<file path="src/rtl/i2s_pkg.sv">
// Shared I2S definitions for the encoder and decoder.
// Default widths, slot index type and word-select slot rule.
package i2s_pkg;

  localparam int SAMPLE_W_D = 16;
  localparam int SLOT_W_D   = 16;
  localparam int FRAME_SCK  = 2 * SLOT_W_D;
  localparam int SLOT_IW    = $clog2(FRAME_SCK);

  typedef logic [SLOT_IW-1:0] slot_t;

  // ws leads each channel's MSB by one bit period
  function automatic logic ws_of(
    input int k,
    input int slot_w
  );
    return (k >= slot_w - 1) && (k <= 2 * slot_w - 2);
  endfunction

endpackage

</file>
<file path="src/rtl/i2s_sck_gen.sv">
// Bit-clock generator: divider plus sck register.
// Ticks flag the clk edge on which sck will toggle.
module i2s_sck_gen #(
  parameter int SCK_DIV = 4
) (
  input  logic clk,
  input  logic rst_n,
  output logic o_sck,
  output logic o_fall_tick,
  output logic o_rise_tick
);

  localparam int DW = (SCK_DIV > 2) ? $clog2(SCK_DIV) : 1;
  localparam logic [DW-1:0] DIV_LAST = DW'(SCK_DIV - 1);

  logic [DW-1:0] r_div;
  logic          r_sck;
  logic          w_wrap;

  assign w_wrap = (r_div == DIV_LAST);

  always_ff @(posedge clk or negedge rst_n) begin
    if (!rst_n) begin
      r_div <= '0;
      r_sck <= 1'b1;
    end else if (w_wrap) begin
      r_div <= '0;
      r_sck <= ~r_sck;
    end else begin
      r_div <= r_div + 1'b1;
    end
  end

  assign o_sck       = r_sck;
  assign o_fall_tick = w_wrap & r_sck;
  assign o_rise_tick = w_wrap & ~r_sck;

endmodule

</file>
<file path="src/rtl/i2s_encoder.sv">
// I2S master transmitter (Philips format) with a one-pair
// holding register behind a valid/ready handshake.
module i2s_encoder
  import i2s_pkg::*;
#(
  parameter int SAMPLE_W = SAMPLE_W_D,
  parameter int SLOT_W   = SLOT_W_D,
  parameter int SCK_DIV  = 4
) (
  input  logic                clk,
  input  logic                rst_n,
  input  logic [SAMPLE_W-1:0] left_in,
  input  logic [SAMPLE_W-1:0] right_in,
  input  logic                sample_valid,
  output logic                sample_ready,
  output logic                sck,
  output logic                ws,
  output logic                sd,
  output logic                frame_start,
  output logic                underrun
);

  localparam int FW = 2 * SLOT_W;
  localparam int KW = $clog2(FW);
  localparam logic [KW-1:0] K_LAST = KW'(FW - 1);

  logic          w_fall;
  logic          w_unused_rise;
  logic          w_bound;
  logic          w_xfer;
  logic [KW-1:0] w_k_nxt;
  logic [FW-1:0] w_frame;

  logic [KW-1:0]       r_k;
  logic                r_ws;
  logic                r_sd;
  logic                r_ready;
  logic                r_fs;
  logic                r_ur;
  logic [SAMPLE_W-1:0] r_hl;
  logic [SAMPLE_W-1:0] r_hr;
  logic [FW-1:0]       r_shift;

  i2s_sck_gen #(
    .SCK_DIV(SCK_DIV)
  ) u_sck (
    .clk        (clk),
    .rst_n      (rst_n),
    .o_sck      (sck),
    .o_fall_tick(w_fall),
    .o_rise_tick(w_unused_rise)
  );

  assign w_k_nxt = (r_k == K_LAST) ? '0 : r_k + 1'b1;
  assign w_bound = w_fall && (r_k == K_LAST);
  assign w_xfer  = sample_valid && r_ready;

  // Whole frame laid out MSB-first; empty hold sends zeros
  always_comb begin
    w_frame = '0;
    if (!r_ready) begin
      w_frame[FW-1 -: SAMPLE_W]     = r_hl;
      w_frame[SLOT_W-1 -: SAMPLE_W] = r_hr;
    end
  end

  always_ff @(posedge clk or negedge rst_n) begin
    if (!rst_n) begin
      r_k     <= K_LAST;
      r_ws    <= 1'b0;
      r_sd    <= 1'b0;
      r_ready <= 1'b1;
      r_fs    <= 1'b0;
      r_ur    <= 1'b0;
      r_hl    <= '0;
      r_hr    <= '0;
      r_shift <= '0;
    end else begin
      r_fs <= w_bound;
      r_ur <= w_bound & r_ready;
      if (w_fall) begin
        r_k  <= w_k_nxt;
        r_ws <= ws_of(int'(w_k_nxt), SLOT_W);
        if (w_bound) begin
          r_sd    <= w_frame[FW-1];
          r_shift <= w_frame << 1;
        end else begin
          r_sd    <= r_shift[FW-1];
          r_shift <= r_shift << 1;
        end
      end
      // a transfer on an empty-hold boundary waits for the next frame
      if (w_bound && !r_ready) begin
        r_ready <= 1'b1;
        r_hl    <= '0;
        r_hr    <= '0;
      end else if (w_xfer) begin
        r_ready <= 1'b0;
        r_hl    <= left_in;
        r_hr    <= right_in;
      end
    end
  end

  assign sample_ready = r_ready;
  assign ws           = r_ws;
  assign sd           = r_sd;
  assign frame_start  = r_fs;
  assign underrun     = r_ur;

endmodule

</file>
<file path="config.mk">
export PLATFORM = sky130hd
export DESIGN_NAME = i2s_encoder
export DESIGN_NICKNAME = d
export VERILOG_FILES = /design/src/rtl/i2s_pkg.sv /design/src/rtl/i2s_sck_gen.sv /design/src/rtl/i2s_encoder.sv
export SDC_FILE = /design/constraint.sdc
export NUM_CORES = 1
export LEC_CHECK = 0
export ABC_AREA = 1
export CORE_UTILIZATION = 30
export DETAILED_ROUTE_END_ITERATION = 12
export REMOVE_ABC_BUFFERS = 1
export SLEW_MARGIN = 40
export SYNTH_ARGS = -nofsm -noshare
export SYNTH_HDL_FRONTEND = slang
export SYNTH_SLANG_ARGS = --single-unit
</file>
<file path="constraint.sdc">
create_clock -name clk -period 2.9 [get_ports clk]
set_clock_uncertainty 0.2 [all_clocks]
set_input_delay 0.725 -clock clk [delete_from_list [all_inputs] [get_ports clk]]
set_output_delay 0.725 -clock clk [all_outputs]
set_load 0.005 [all_outputs]
</file>
==> flow_metrics.env <==
export IMPL_status="completed"
export IMPL_diodes=0
export IMPL_cp_required_ps=2930
export IMPL_power_frac_comb=0.063
export IMPL_tightest_slew_ps=553.2
export IMPL_wl_um=7092
export IMPL_postRouteAntennaNets=0
export IMPL_rsz0062_at_grt="false"
export IMPL_die_area_mm2=0.01147
export IMPL_crit_arrival_ps=2400
export IMPL_async_reset_ff_frac=1.000
export IMPL_worstSetupPathType="reg2reg"
export IMPL_slew_headroom=0.6307
export IMPL_die_w_um=107.1
export IMPL_portBuffers=40
export IMPL_gp_congestion=0.6979
export IMPL_viasPerCell=4.701
export IMPL_worst_path_max_fanout=34
export IMPL_grt_pass1_vias=2698
export IMPL_yosysWarnings=0
export IMPL_core_mm2=0.01079
export IMPL_power_internal_mw=1.556
export IMPL_setup_viol_count_final=0
export IMPL_slew_viol_final=0
export IMPL_path_clk_slew_ps=70
export IMPL_fillerInstances=1106
export IMPL_clock_sinks=76
export IMPL_synth_distinct_cells=18
export IMPL_fin_nets=449
export IMPL_cts_buffers=9
export IMPL_num_rows=38
export IMPL_clk_latency_ps=340
export IMPL_clk_path_buf_depth=2
export IMPL_yosys_area_top_type="dfrtp_1"
export IMPL_synth_edf_count=0
export IMPL_crit_top_cell="inv_2"
export IMPL_slowest_stage="dfstp_2"
export IMPL_cap_violations=0
export IMPL_place_ws_ps=537.1
export IMPL_fin_util=0.3738
export IMPL_post_cts_resized=0
export IMPL_ios=41
export IMPL_grt_overflow_total=0
export IMPL_dr_pass1_iters=4
export IMPL_synth_ff_type="dfrtp_1"
export IMPL_netlist_area_mm2=0.003314
export IMPL_avgRoutedWirePerCell_um=12.76
export IMPL_grt_pass1_wl_um=12670
export IMPL_min_path_type="in2async"
export IMPL_cts_hold_buffers=0
export IMPL_drc=0
export IMPL_crit_buf_inv=3
export IMPL_dp_hpwl_um=4555
export IMPL_synth_common_cells="dfrtp_1, nand3_1, a21oi_1, nand2_1, inv_1"
export IMPL_syn_to_final_growth_pct=21.71
export IMPL_antenna_found_initial=0
export IMPL_synth_most_common_cell="dfrtp_1"
export IMPL_grt_max_degree=47
export IMPL_power_frac_seq=0.566
export IMPL_drt_initial_drc_count=117
export IMPL_dr_total_vias=2614
export IMPL_cts_tree="built"
export IMPL_ys_seq_elements=76
export IMPL_cts_root_buf="clkbuf_8"
export IMPL_worst_slack_ps=529.7
export IMPL_p_sw_mw=0.4644
export IMPL_grt_use_total=0.1413
export IMPL_power_total_mw=2.021
export IMPL_power_share_switching=0.2298
export IMPL_max_stage_delay_ps=560
export IMPL_pwr_density_cell_mw_per_mm2=500.9
export IMPL_path_delay_family="simple AND/OR/NAND/NOR gates"
export IMPL_initial_core_util=0.3071
export IMPL_synth_area_top_cells="dfrtp_1, nand3_1, a21oi_1"
export IMPL_irDropWorstVdd_mv=0.2084
export IMPL_fmax_mhz=421.9
export IMPL_die_height_um=107.1
export IMPL_finalCritPeriodShare=0.8173
export IMPL_hold_viol_final=0
export IMPL_worstSetupEndpointType="register"
export IMPL_ys_seq_area_frac=0.5764
export IMPL_total_leakage_power_nw=1.891
export IMPL_crit_path_start_kind="register"
export IMPL_drive_gt1_frac=0.09615
export IMPL_synth_avg_cell_area_um2=8.768
export IMPL_worstPathCellList="ha_1 > nand2_1 > nor2_1 > ha_1 > inv_2 > nor2_4 > inv_2 > nor2_4 > inv_2 > nand3_1 > nand2_1"
export IMPL_synth_top_area_frac=0.5210
export IMPL_clkPwrFrac=0.371
export IMPL_finalCriticalPeriod_ps=2370
export IMPL_cts_htree_levels=3
export IMPL_cts_setup_buffers=0
export IMPL_syn_inst=378
[path summary, 6_finish.rpt]
check	from	endpoint	slack, ps	cells past startpoint
max	r_k[0]	r_hr[9]	530	11
min	rst_n	u_sck.r_div[1]	110	1
max reg2reg	r_k[0]	r_hr[9]	530	11
min reg2reg	u_sck.r_div[0]	u_sck.r_div[0]	230	1
max in group asynchronous	rst_n	r_hl[8]	1790	2
min in group clk	u_sck.r_div[0]	u_sck.r_div[0]	230	1
[power by group through the flow]
stage               clock network (mW)  logic, mW  registers (mW)
CTS                              0.783      0.132            1.14
floorplan                            0     0.0420            1.15
detailed placement                   0      0.132            1.16
finish                           0.750      0.128            1.14
global route                     0.827      0.146            1.15
global placement                     0      0.126            1.16
[layout by cell type (no fill, tap or decap)]
master / count
buf_4: 9
inv_1: 36
nand2_2: 1
o21ai_0: 23
inv_2: 4
o21ai_1: 10
dfrtp_1: 69
clkinv_2: 3
a21oi_1: 62
dfstp_2: 7
ha_1: 3
nor2_4: 2
nand3_1: 68
nor2_1: 15
buf_12: 1
clkinvlp_4: 1
nand2_1: 50
clkbuf_8: 12
clkdlybuf4s50_1: 39
o22ai_1: 1
[layout make-up]
type                       count  area (um2)  area share
sequential                    76        1911      0.4736
multi-input combinational    235        1132      0.2807
timing repair buffer          49       478.0      0.1185
tap                          140       175.2     0.04342
clock buffer                  12       165.2     0.04094
inverter                      40       150.1     0.03722
clock inverter                 4       22.52    0.005583
[stage by stage]
step	instances	TNS (ps)	hold WS [ps]	instance area, um2
finish	556	0	109.3	4034
global route	556	0	113.3	4034
CTS	556	0	107.8	4034
detailed placement	540	0	223.0	3846
global placement	540	0	213.2	3846
floorplan	351	-993.0	203.1	3193
[worst register-to-register path, cell delays in order (launching register included)]
cell and delay (ps):
dfstp_2 560, ha_1 170, nand2_1 70, nor2_1 90
ha_1 190, inv_2 90, nor2_4 120, inv_2 60
nor2_4 210, inv_2 290, nand3_1 160, nand2_1 60
[metal layers]
metal  part of all wire  vias to the layer above  GRT usage  routed length [um]
met4             0.0059                        0    0.03425                  42
met2               0.46                       43     0.2230                3265
met5                  0                        -          0                   0
li1                   -                     1314          -                   -
met3              0.039                        4    0.04681                 280
met1               0.49                     1253     0.1870                3503
[flip-flops by register name, summed over array words and instances (netlist names)]
register      count
frame_start       1
u_sck.o_sck       1
r_k               5
ws                1
sample_ready      1
sd                1
r_hl             16
r_shift          31
u_sck.r_div       2
r_hr             16
underrun          1
[cells by family after synthesis]
family,count (synthesis),share of synthesized area
compound gates,96,0.1453
fa+ha+maj,3,0.01133
simple gates,136,0.1850
flops,76,0.5764
buf+inv,67,0.08191
No activity file was read; power rests on OpenSTA's default activity.
